--- config.mk ---
export PLATFORM = sky130hd
export DESIGN_NAME = mem_arbiter
export DESIGN_NICKNAME = d
export VERILOG_FILES = /design/src/rtl/mem_arbiter.sv
export SDC_FILE = /design/constraint.sdc
export NUM_CORES = 1
export LEC_CHECK = 0
export ABC_AREA = 1
export CELL_PAD_IN_SITES_DETAIL_PLACEMENT = 1
export CELL_PAD_IN_SITES_GLOBAL_PLACEMENT = 2
export CORE_MARGIN = 8
export CORE_UTILIZATION = 22
export CTS_CLUSTER_DIAMETER = 50
export DETAILED_ROUTE_END_ITERATION = 10
export PLACE_DENSITY = 0.81
export SYNTH_ARGS = -nofsm -noshare
export SYNTH_HDL_FRONTEND = slang
export SYNTH_SLANG_ARGS = --single-unit
export TNS_END_PERCENT = 20
--- constraint.sdc ---
create_clock -name clk -period 2 [get_ports clk]
set_input_delay 0.2 -clock clk [delete_from_list [all_inputs] [get_ports clk]]
set_output_delay 0.2 -clock clk [all_outputs]
set_load 0.05 [all_outputs]
--- src/rtl/mem_arbiter.sv ---
// Shares the multicycle main memory between I-cache fills and D-cache fills/writes; ARB_ROUND_ROBIN_EN selects alternating priority.
// A decision in IDLE cycle t starts memory traffic in t+1; block reads complete MEM_LAT+BLOCK_WORDS cycles later, writes in one.
// Requesters hold req until done; nothing is queued, and losers wait for the next IDLE cycle.
module mem_arbiter #(
    parameter int ADDR_WIDTH  = 16,
    parameter int BLOCK_WORDS = 8,
    parameter int MEM_LAT     = 4
) (
    input  logic                           clk,
    input  logic                           rst_n,
    input  logic                           i_req,
    input  logic [ADDR_WIDTH-1:0]          i_addr,
    output logic                           i_grant,
    output logic [15:0]                    i_data,
    output logic                           i_data_valid,
    output logic [$clog2(BLOCK_WORDS)-1:0] i_word,
    output logic                           i_done,
    input  logic                           d_req,
    input  logic                           d_wr,
    input  logic [ADDR_WIDTH-1:0]          d_addr,
    input  logic [15:0]                    d_wdata,
    output logic                           d_grant,
    output logic [15:0]                    d_data,
    output logic                           d_data_valid,
    output logic [$clog2(BLOCK_WORDS)-1:0] d_word,
    output logic                           d_done,
    output logic                           mem_enable,
    output logic                           mem_wr,
    output logic [ADDR_WIDTH-1:0]          mem_addr,
    output logic [15:0]                    mem_data_in,
    input  logic [15:0]                    mem_data_out,
    input  logic                           mem_data_valid
);
    localparam int CW = $clog2(BLOCK_WORDS);
    localparam int FW = $clog2(MEM_LAT + 1);
    localparam logic [CW-1:0]         LAST_WORD  = CW'(BLOCK_WORDS - 1);
    localparam logic [ADDR_WIDTH-1:0] ALIGN_MASK = ~ADDR_WIDTH'(2 * BLOCK_WORDS - 1);

    typedef enum logic [2:0] {FLUSH, IDLE, WRITE, ISSUE, DRAIN} state_t;

    state_t                state;
    logic [FW-1:0]         flush_cnt;
    logic [CW-1:0]         issue_cnt;
    logic [CW-1:0]         ret_cnt;
    logic                  owner_d;
    logic                  wr_done;
    logic [ADDR_WIDTH-1:0] base;
    logic [ADDR_WIDTH-1:0] pick_base;
    logic [CW:0]           next_off;
    logic                  pick_d;
    logic                  pick_i;
    logic                  ret_fire;
    logic                  ret_last;

`ifdef ARB_ROUND_ROBIN_EN
    logic last_d;
    // On contention the side not served last wins; a lone requester always wins.
    assign pick_d = d_req & (~i_req | ~last_d);
`else
    assign pick_d = d_req;
`endif
    assign pick_i    = i_req & ~pick_d;
    assign pick_base = (pick_d ? d_addr : i_addr) & ALIGN_MASK;
    assign next_off  = {issue_cnt + CW'(1), 1'b0};

    // Returns only count while a read is in flight; stale or stray valids elsewhere are dropped.
    assign ret_fire = mem_data_valid & ((state == ISSUE) | (state == DRAIN));
    assign ret_last = ret_fire & (ret_cnt == LAST_WORD);

    assign i_data_valid = ret_fire & ~owner_d;
    assign i_data       = i_data_valid ? mem_data_out : '0;
    assign i_word       = i_data_valid ? ret_cnt : '0;
    assign i_done       = ret_last & ~owner_d;
    assign d_data_valid = ret_fire & owner_d;
    assign d_data       = d_data_valid ? mem_data_out : '0;
    assign d_word       = d_data_valid ? ret_cnt : '0;
    assign d_done       = (ret_last & owner_d) | wr_done;

    always_ff @(posedge clk or negedge rst_n) begin
        if (!rst_n) begin
            state       <= FLUSH;
            flush_cnt   <= FW'(MEM_LAT);
            issue_cnt   <= '0;
            ret_cnt     <= '0;
            owner_d     <= 1'b0;
            wr_done     <= 1'b0;
            base        <= '0;
            i_grant     <= 1'b0;
            d_grant     <= 1'b0;
            mem_enable  <= 1'b0;
            mem_wr      <= 1'b0;
            mem_addr    <= '0;
            mem_data_in <= '0;
`ifdef ARB_ROUND_ROBIN_EN
            last_d      <= 1'b0;
`endif
        end else begin
            case (state)
                FLUSH: begin
                    if (flush_cnt == '0) state <= IDLE;
                    else                 flush_cnt <= flush_cnt - FW'(1);
                end
                IDLE: begin
                    if (pick_d && d_wr) begin
                        state       <= WRITE;
                        mem_enable  <= 1'b1;
                        mem_wr      <= 1'b1;
                        mem_addr    <= {d_addr[ADDR_WIDTH-1:1], 1'b0};
                        mem_data_in <= d_wdata;
                        d_grant     <= 1'b1;
                        wr_done     <= 1'b1;
`ifdef ARB_ROUND_ROBIN_EN
                        last_d      <= 1'b1;
`endif
                    end else if (pick_d || pick_i) begin
                        state      <= ISSUE;
                        owner_d    <= pick_d;
                        base       <= pick_base;
                        mem_addr   <= pick_base;
                        mem_enable <= 1'b1;
                        mem_wr     <= 1'b0;
                        issue_cnt  <= '0;
                        ret_cnt    <= '0;
                        d_grant    <= pick_d;
                        i_grant    <= pick_i;
`ifdef ARB_ROUND_ROBIN_EN
                        last_d     <= pick_d;
`endif
                    end
                end
                WRITE: begin
                    state       <= IDLE;
                    mem_enable  <= 1'b0;
                    mem_wr      <= 1'b0;
                    mem_addr    <= '0;
                    mem_data_in <= '0;
                    d_grant     <= 1'b0;
                    wr_done     <= 1'b0;
                end
                ISSUE: begin
                    if (issue_cnt == LAST_WORD) begin
                        state      <= DRAIN;
                        mem_enable <= 1'b0;
                        mem_addr   <= '0;
                    end else begin
                        issue_cnt <= issue_cnt + CW'(1);
                        mem_addr  <= base | ADDR_WIDTH'(next_off);
                    end
                end
                default: ;
            endcase

            // Placed after the case so block completion overrides any state update above.
            if (ret_fire) begin
                ret_cnt <= ret_cnt + CW'(1);
                if (ret_last) begin
                    state      <= IDLE;
                    i_grant    <= 1'b0;
                    d_grant    <= 1'b0;
                    mem_enable <= 1'b0;
                    mem_addr   <= '0;
                end
            end
        end
    end
endmodule

* Word-level counts from Yosys, hierarchy flattened
Cells that the tools add are included.
** Storage, ports and cells
- Bits in registers :: 62
- Output and inout bits :: 78
- Input port bits :: 70
** Operators by class
- Bitwise logic cells :: 14
- Eq/ne operators :: 12
- Mux-type cells :: 47
- Reductions and logical operators :: 14
- Add/sub/neg operators :: 3
** Operators with widths (number)
- 16-bit two-way mux :: 9
- 16-bit case mux with 3 select lines :: 1
- 3-bit two-way mux :: 13
- 16-bit case mux with 2 select lines :: 1
- 1-bit two-way mux :: 17
- 16-bit by 4-bit bitwise OR with 16-bit output :: 1
- 3-bit case mux with 4 select lines :: 1
- 2-bit != test (second input constant) :: 5
- 3-bit == test (second input constant) :: 3
- 2-bit nonzero test :: 4
- 1-bit bitwise AND :: 7
- 3-bit by 1-bit adder with 3-bit output (second input constant) :: 2
- 3-bit by 2-bit == test with 1-bit output (second input constant) :: 2
- 3-bit zero test :: 2
- 1-bit case mux with 2 select lines :: 3
- 3-bit case mux with 2 select lines :: 1
- 2-bit AND reduction :: 3
- 3-bit AND reduction :: 2
- 1-bit NOT :: 4
- 4-bit AND reduction :: 1
- 3-bit by 1-bit == test with 1-bit output (second input constant) :: 1
- 3-bit != test (second input constant) :: 1
- 1-bit case mux with 3 select lines :: 1
- 3-bit by 1-bit subtractor with 3-bit output (second input constant) :: 1
- 3 further kinds :: 4

* Depth between registers and ports, before layout
Gate-level depths: netlist of the first run.
- Word-level depth :: 8
- Mapped depth :: 10
- Depth with buffers taken out :: 9

* Worst setup path before layout of the first run
Ideal clock, no wire load.
- Kind :: register -> output
- Start point :: register state[2]
- End point :: output port d_done
- Cell stages (with the launch flop) :: 7
- Slack :: 0.025 ns
- Required time :: 1.800 ns
- Arrival :: 1.775 ns
- Cells stage by stage :: dfrtp_1 > nor2_2 > nand2_1 > nand2_1 > nand3_1 > buf_2 > o21bai_1
** Between the ends
- Word-level cells in the longest chain between the ends :: 6
** Ends and longest elaborated chain
- from (decl) :: RTL line 41 : state_t state;
- from (signal assigned) :: RTL line 81 : state <= FLUSH;
- from (signal assigned) :: RTL line 100 : if (flush_cnt == '0) state <= IDLE;
- from (signal assigned) :: RTL line 105 : state <= WRITE;
- 3-bit by 2-bit == test with 1-bit output or 3-bit == test (tied branches) :: RTL line 67 : assign ret_fire = mem_data_valid & ((state == ISSUE) | (state == DRAIN));
- 1-bit bitwise OR (*) :: RTL line 67
- 1-bit bitwise AND (*) :: RTL line 67
- 1-bit bitwise AND (*) :: RTL line 68 : assign ret_last = ret_fire & (ret_cnt == LAST_WORD);
- 1-bit bitwise AND (*) :: RTL line 77 : assign d_done = (ret_last & owner_d) | wr_done;
- 1-bit bitwise OR (*) :: RTL line 77
- to (decl) :: RTL line 26 : output logic d_done,
Every way passes the cells marked *; elsewhere a longest branch is shown, timed or not.

* Final worst setup path of the first run
- Start point :: register state[0]
- End point :: output port i_data[5]
** Between the ends
- Word-level cells in the longest chain between the ends :: 5
** Ends and longest elaborated chain
- 3-bit by 2-bit == test with 1-bit output or 3-bit == test (tied branches) :: RTL line 67
- 1-bit bitwise OR (*) :: RTL line 67
- 1-bit bitwise AND (*) :: RTL line 67
- 1-bit bitwise AND (*) :: RTL line 70 : assign i_data_valid = ret_fire & ~owner_d;
- 16-bit two-way mux (*) :: RTL line 71 : assign i_data = i_data_valid ? mem_data_out : '0;
- to (decl) :: RTL line 14 : output logic [15:0] i_data,
Marks and branches as above.

==> results.md, run 1 <==
- Post-Synth Adder-Cell Area: 2.16%
- TritonCTS clock tree: done
- Final core occ: 41.6%
- Worst endpoint data arrival time: 1.84 ns
- Clock root buffer: clkbuf_16
- Vias in the first global route: 4250
- Crit path depth: 10
- Clk sinks: 62
- XOR/XNOR share of the synthesized area: 0.252%
- Synthesized Nets: 580
- Commonest non-fill, non-tap cell in the layout: nand2_1
- Core Region: 0.0157 mm2
- TritonCTS buffer count: 9
- DP HPWL: 10.3 mm
- Cell mode on critical path: nand2_2
- DRT iter0 DRCs: 111
- Clk slew on worst S/H paths: 0.05 ns
- # nets final: 743
- Share of cells above drive strength 1: 22.9%
- Commonest non-fill, non-tap cells in the layout: 170 x nand2_1, 99 x clkdlybuf4s50_1, 59 x inv_1, 59 x dfrtp_1, 45 x buf_12
- Site Rows: 46
- WS Path Type: register to output pin
- Mux contribution to synthesized area: 0%
- Clock buffer depth: 2
- Cell Area, Synth: 0.00347 mm2
- DP Area: 0.00560 mm2
- Critical Path, Cell by Cell: inv_2 -> nor2_4 -> nand2_2 -> nand2_2 -> nand2_2 -> clkinv_4 -> nand2_8 -> clkbuf_16 -> nor2_4 -> buf_12
- ANT cells: 0
- Initial Utilization: 22.2%
- Largest net degree at the start of global routing: 48
- Number of vias per cell: 4.40
- Vias: 3904
- Post-synthesis simple-gate area fraction: 33.4%
- Max_cap viols: 0
- Antenna-violating nets left: 0
- Synth Area in Compound Gates: 8.79%
- Crit path buffers/inverters: 4
- Total power: 0.00950 W
- CTS HTree Levels: 3
- Worst setup margin: -0.0355 ns
- Largest family of logic cells by synthesized area: simple AND/OR/NAND/NOR gates
- Routed WL: 14.6 mm
- CP max FO: 5
- Critical path startpoint category: register
- Synth Warn #: 0
- Die Area: 0.0201 mm2
- Area Growth Syn to Fin: 87.5%
- Final Hold Violating Endpoints: 0
- Worst Path Required: 1.80 ns
- RSZ-0062 raised after global routing: true
- Failing checks: negative setup slack
- Slew of the pin with the lowest slew margin: 0.567 ns
- Number of synthesized register bits: 62
- Worst Setup End Kind: output pin
- IO Port Bufs: 142
- Slew Limit Fails: 0
- Final setup viols: 11
- Count of cell types in the netlist: 21
- Ports: 148
- Fin Clk Skew: 0.00634 ns
- Fin Hold WS: 0.348 ns
- GPL Wtd Cong: 0.725
- Die width: 142 um
- Drt pass-1 iters: 4
- Clock Latency Late Sink: 0.33 ns
- Hold Crit Class: input port to asynchronous set/reset pin
- Syn avg cell area: 6.89 um2
- Antenna violations before repair: 0
- Gr usage total: 14.4%
- Post-Synthesis Cells: 504
- Worst path top cell family by delay: simple AND/OR/NAND/NOR gates
- Max Clock Freq: 0.491 GHz
- Max rail drop VDD: 0.000622 V
- Design area: 0.00651 mm2
- Global-route wire length before repair: 23.0 mm
- Status: complete, but fails checks
- Reg2reg path depth: 7
- Wirelength per Cell: 16.5 um
- Pleak: 3.09 nW
- Congestion Overflow GR: 0
- # DRC: 0
- Slew Limit Headroom: 62.1%
- Cell Pwr Density: 1460 mW/mm2
- CP peak stage delay: 0.36 ns
- Die height: 142 um
- Slowest-stage cell, CP: dfrtp_1
- R2r setup slk: 0.23 ns
- Final period util: 102%
- Sequential cell area fraction in the yosys report: 44.7%
- Min cycle time layout: 2.04 ns
[flip-flops by register name, summed over array words and instances, names as in the netlist]
register	flops
mem_wr	1
i_grant	1
issue_cnt	3
ret_cnt	3
mem_data_in	16
mem_addr	16
wr_done	1
state	3
base	12
owner_d	1
flush_cnt	3
d_grant	1
mem_enable	1
[where the power goes]
group	total, W	internal, W	leakage [nW]	switching [W]
Clock	0.00174	0.00112	0.154	0.000616
Sequential	0.00210	0.00179	0.791	0.000308
Combinational	0.00567	0.00206	2.14	0.00361
[per-stage QoR]
stage / cells / setup WS (ns) / setup TNS, ns
floorplan: 504 / 0.0246 / 0
finish: 888 / -0.0355 / -0.152
CTS: 881 / 0.00251 / 0
global route: 888 / -0.116 / -3.17
global placement: 855 / 0.142 / 0
detailed placement: 855 / 0.0578 / 0
[what timing repair did]
| action | CTS | global route |
|---|---|---|
| setup endpoints to repair | 41 | 41 |
| gates resized for setup | 85 | 14 |
| hold endpoints to repair | 15 | 0 |
| buffers inserted | 7 | 4 |
| hold buffers | 1 | 0 |
| cloned | 2 | 3 |
| pin swaps | 0 | 5 |
[final timing paths]
| check | start | end |
|---|---|---|
| min in group clk | d_wdata[13] | mem_data_in[13] |
| max in group asynchronous | rst_n | flush_cnt[2] |
| setup / recovery | state[0] | i_data[5] |
| hold reg to reg | issue_cnt[1] | issue_cnt[1] |
| hold / removal | rst_n | mem_data_in[4] |
| setup reg to reg | state[2] | mem_data_in[8] |
[routing by layer]
| layer | vias to the layer above | global-route usage, % | routed length, um |
|---|---|---|---|
| li1 | 1875 | - | - |
| met1 | 1927 | 15.7 | 5930 |
| met2 | 89 | 26.7 | 7700 |
| met3 | 13 | 4.20 | 846 |
| met4 | 0 | 3.73 | 172 |
| met5 | - | 0 | 0 |
[final cells by class]
type                    count  area [um2]
clock inverters             6        85.1
fillers                  1807        9150
inverters                  65         249
flip-flops and latches     62        1560
clock buffers              10         239
multi-input cells         352        1870
well taps                 216         270
repair buffers            177        2240
[cell usage after synthesis, drive strengths merged]
master | count | area, um2
nand3 | 43 | 215
nand2 | 179 | 682
o21ai | 33 | 165
buf | 21 | 110
o21bai | 2 | 15.0
clkbuf | 4 | 16.3
a21oi | 22 | 110
dfstp | 1 | 26.3
ha | 6 | 75.1
inv | 65 | 244
nand4 | 1 | 6.26
nor2 | 63 | 256
o211ai | 2 | 15.0
xor2 | 1 | 8.76
dfrtp | 61 | 1530
[cells by family after synthesis]
kind of cell             Yosys count
AND/OR/NAND/NOR                  286
buffers and inverters             90
flip-flops                        62
AO/OA/AOI/OAI                     59
adder cells (fa/ha/maj)            6
XOR/XNOR                           1
Power figures use the tool's default switching activity.
==> run 2: changes to the inputs <==
--- a/config.mk
+++ b/config.mk
@@ -8,7 +8,6 @@
 export ABC_AREA = 1
 export CELL_PAD_IN_SITES_DETAIL_PLACEMENT = 1
 export CELL_PAD_IN_SITES_GLOBAL_PLACEMENT = 2
-export CORE_MARGIN = 8
 export CORE_UTILIZATION = 22
 export CTS_CLUSTER_DIAMETER = 50
 export DETAILED_ROUTE_END_ITERATION = 10
==> run 2 against run 1 <==
Against the previous run:
- largest cell class unchanged
- global-route usage up 1.5 points
- first-iteration DRC count grew 30%
- flip-flop and latch count unchanged
- cell area shrank 1.5%
- clock power fell by 18%
- register-to-register slack hardly changed
- sequential power barely moved
- the flow now finishes without violations
==> results.md, run 2 (same netlist as run 1, synthesis figures left out) <==
- # nets final: 738 (-0.67%)
- Slew Limit Headroom: 61.4% (-0.73 points)
- Hold Crit Class: input port to asynchronous set/reset pin
- Core Region: 0.0153 mm2 (-2.2%)
- M1 WL: 5.63 mm (-5.0%)
- Die Area: 0.0163 mm2 (-19%)
- WS Path Type: register to output pin
- Vias in the first global route: 4101 (-3.5%)
- Top Layer Used: met4
- Worst endpoint data arrival time: 1.78 ns (-0.06 ns)
- Worst Setup End Kind: output pin
- Max_cap viols: 0 (unchanged)
- Initial Utilization: 22.7% (+0.49 points)
- Die width: 128 um (-9.9%)
- Storage cell area: 0.00156 mm2 (unchanged)
- Commonest non-fill, non-tap cells in the layout: 170 x nand2_1, 99 x clkdlybuf4s50_1, 59 x inv_1, 59 x dfrtp_1, 46 x buf_12
- Commonest non-fill, non-tap cell in the layout: nand2_1
- GPL Wtd Cong: 0.725 (about the same)
- Share of cells above drive strength 1: 22.2% (-0.73 points)
- Pleak: 3.04 nW (-1.6%)
- Multi-input gate area: 0.00188 mm2 (+0.47%)
- Clock root buffer: clkbuf_16
- Max Clock Freq: 0.506 GHz (+3.0%)
- RSZ-0062 raised after global routing: true
- Clk sinks: 62 (unchanged)
- Met3 WL post-DR: 592 um (-30%)
- Ports: 148 (unchanged)
- CTS HTree Levels: 3 (unchanged)
- DRT iter0 DRCs: 144 (+30%)
- Area Growth Syn to Fin: 84.7%
- Clock Latency Late Sink: 0.33 ns (about the same)
- Setup crit start: state[0]
- Reg2reg path depth: 7 (unchanged)
- Largest registers: mem_addr (16), mem_data_in (16), base (12)
- Clk slew on worst S/H paths: 0.06 ns (about the same)
- Critical Path End: d_data[2]
- Slew Limit Fails: 0 (unchanged)
- Max rail drop VDD: 0.000545 V (-12%)
- Final period util: 98.8% (-3.0 points)
- # DRC: 0 (unchanged)
- Wirelength per Cell: 15.1 um (-8.2%)
- Fillers: 1785 (-1.2%)
- Antenna violations before repair: 0 (unchanged)
- CP max FO: 5 (unchanged)
- Congestion Overflow GR: 0 (unchanged)
- Gr usage total: 15.9% (+1.5 points)
- Slew of the pin with the lowest slew margin: 0.578 ns (+0.0107 ns)
- R2r setup slk: 0.23 ns (about the same)
- Metal2 WL: 6.76 mm (-12%)
- TritonCTS buffer count: 9 (unchanged)
- Min cycle time layout: 1.98 ns (-0.0601 ns)
- Worst flop-to-flop path endpoint: mem_data_in[6]
- Final core occ: 41.9% (+0.29 points)
- Routed WL: 13.3 mm (-9.2%)
- Antenna-violating nets left: 0 (unchanged)
- Fin Clk Skew: 0.00655 ns (+0.000208 ns)
- Clock buffer depth: 2 (unchanged)
- TritonCTS clock tree: done
- Die height: 128 um (-9.9%)
- Final Hold Violating Endpoints: 0 (unchanged)
- Total power: 0.00916 W (-3.7%)
- Setup_tns: 0 ns (+0.152 ns)
- Status: completed
- Number of vias per cell: 4.39 (-0.18%)
- Global-route wire length before repair: 20.4 mm (-11%)
- Critical path startpoint category: register
- Cell Pwr Density: 1430 mW/mm2 (-2.2%)
- Largest net degree at the start of global routing: 63 (+31%)
- Vias: 3853 (-1.3%)
- ANT cells: 0 (unchanged)
- Final setup viols: 0 (-11)
- DP HPWL: 9.00 mm (-13%)
- Worst r2r src: state[2]
- DP Area: 0.00559 mm2 (-0.16%)
- Site Rows: 45 (-2.2%)
- Design area: 0.00641 mm2 (-1.5%)
- IO Port Bufs: 142 (unchanged)
- Worst Path Required: 1.80 ns (about the same)
- Drt pass-1 iters: 4 (unchanged)
==> run 2: cell types whose count changed in the layout (fill, tap and decap cells not counted), moves of 2 or more <==
cell and change:
buf_4 -5, bufinv_16 -2, nor2_2 -2, nor2_4 +2
==> run 2: stage by stage <==
stage / hold slack (ns) / std cells / setup WS [ns]
2_1_floorplan: -0.0956 / 504 / 0.0246
3_3_place_gp: 0.252 / 848 / 0.119
3_5_place_dp: 0.260 / 848 / 0.0634
4_1_cts: 0.421 / 868 / -0.0401
5_1_grt: 0.445 / 878 / -0.0555
6_report: 0.421 / 878 / 0.0247
==> run 2: layout make-up <==
class	instances	area share, %
clock buffer	10	3.57
clock inverter	6	0.605
inverter	65	3.92
multi-input combinational	352	29.4
sequential	62	24.3
tap	211	4.12
timing repair buffer	172	34.2
==> run 2: worst max-delay path, stage by stage, from the launching register on <==
cell and delay (ns):
dfrtp_1 0.38, inv_2 0.08, nor2_4 0.13, nand2_2 0.07, nand2_2 0.08, nand2_2 0.07, clkinv_4 0.09, nand2_8 0.08
clkbuf_16 0.19, nor2_4 0.11, buf_12 0.14
==> run 2: what timing repair did <==
item / in CTS / in global routing
hold endpoints to repair: 61 / 0
gates resized for setup: 67 / 33
setup buffers: 2 / 6
hold buffers: 1 / 0
pin swaps: 0 / 3
setup endpoints to repair: 41 / 41
gates cloned: 1 / 4
==> run 2: worst min path at each step <==
stage / startpoint / endpoint
4_1_cts: d_wdata[11] / mem_data_in[11]
3_5_place_dp: rst_n / mem_addr[13]
5_1_grt: d_wdata[12] / mem_data_in[12]
6_report: rst_n / mem_addr[13]
3_3_place_gp: rst_n / mem_data_in[0]
2_1_floorplan: rst_n / base[10]
==> run 2: routing by layer <==
layer	up-vias	global-route usage, %
li1	1870	-
met1	1865	19.5
met2	97	28.2
met3	21	3.22
met4	0	4.57
met5	-	0
==> run 2: where the power goes <==
| group | internal [W] | switching [W] | leakage (nW) | total (W) |
|---|---|---|---|---|
| Clock | 0.000833 | 0.000588 | 0.128 | 0.00142 |
| Combinational | 0.00204 | 0.00359 | 2.12 | 0.00563 |
| Sequential | 0.00179 | 0.000315 | 0.791 | 0.00210 |
| Total | 0.00466 | 0.00449 | 3.04 | 0.00916 |
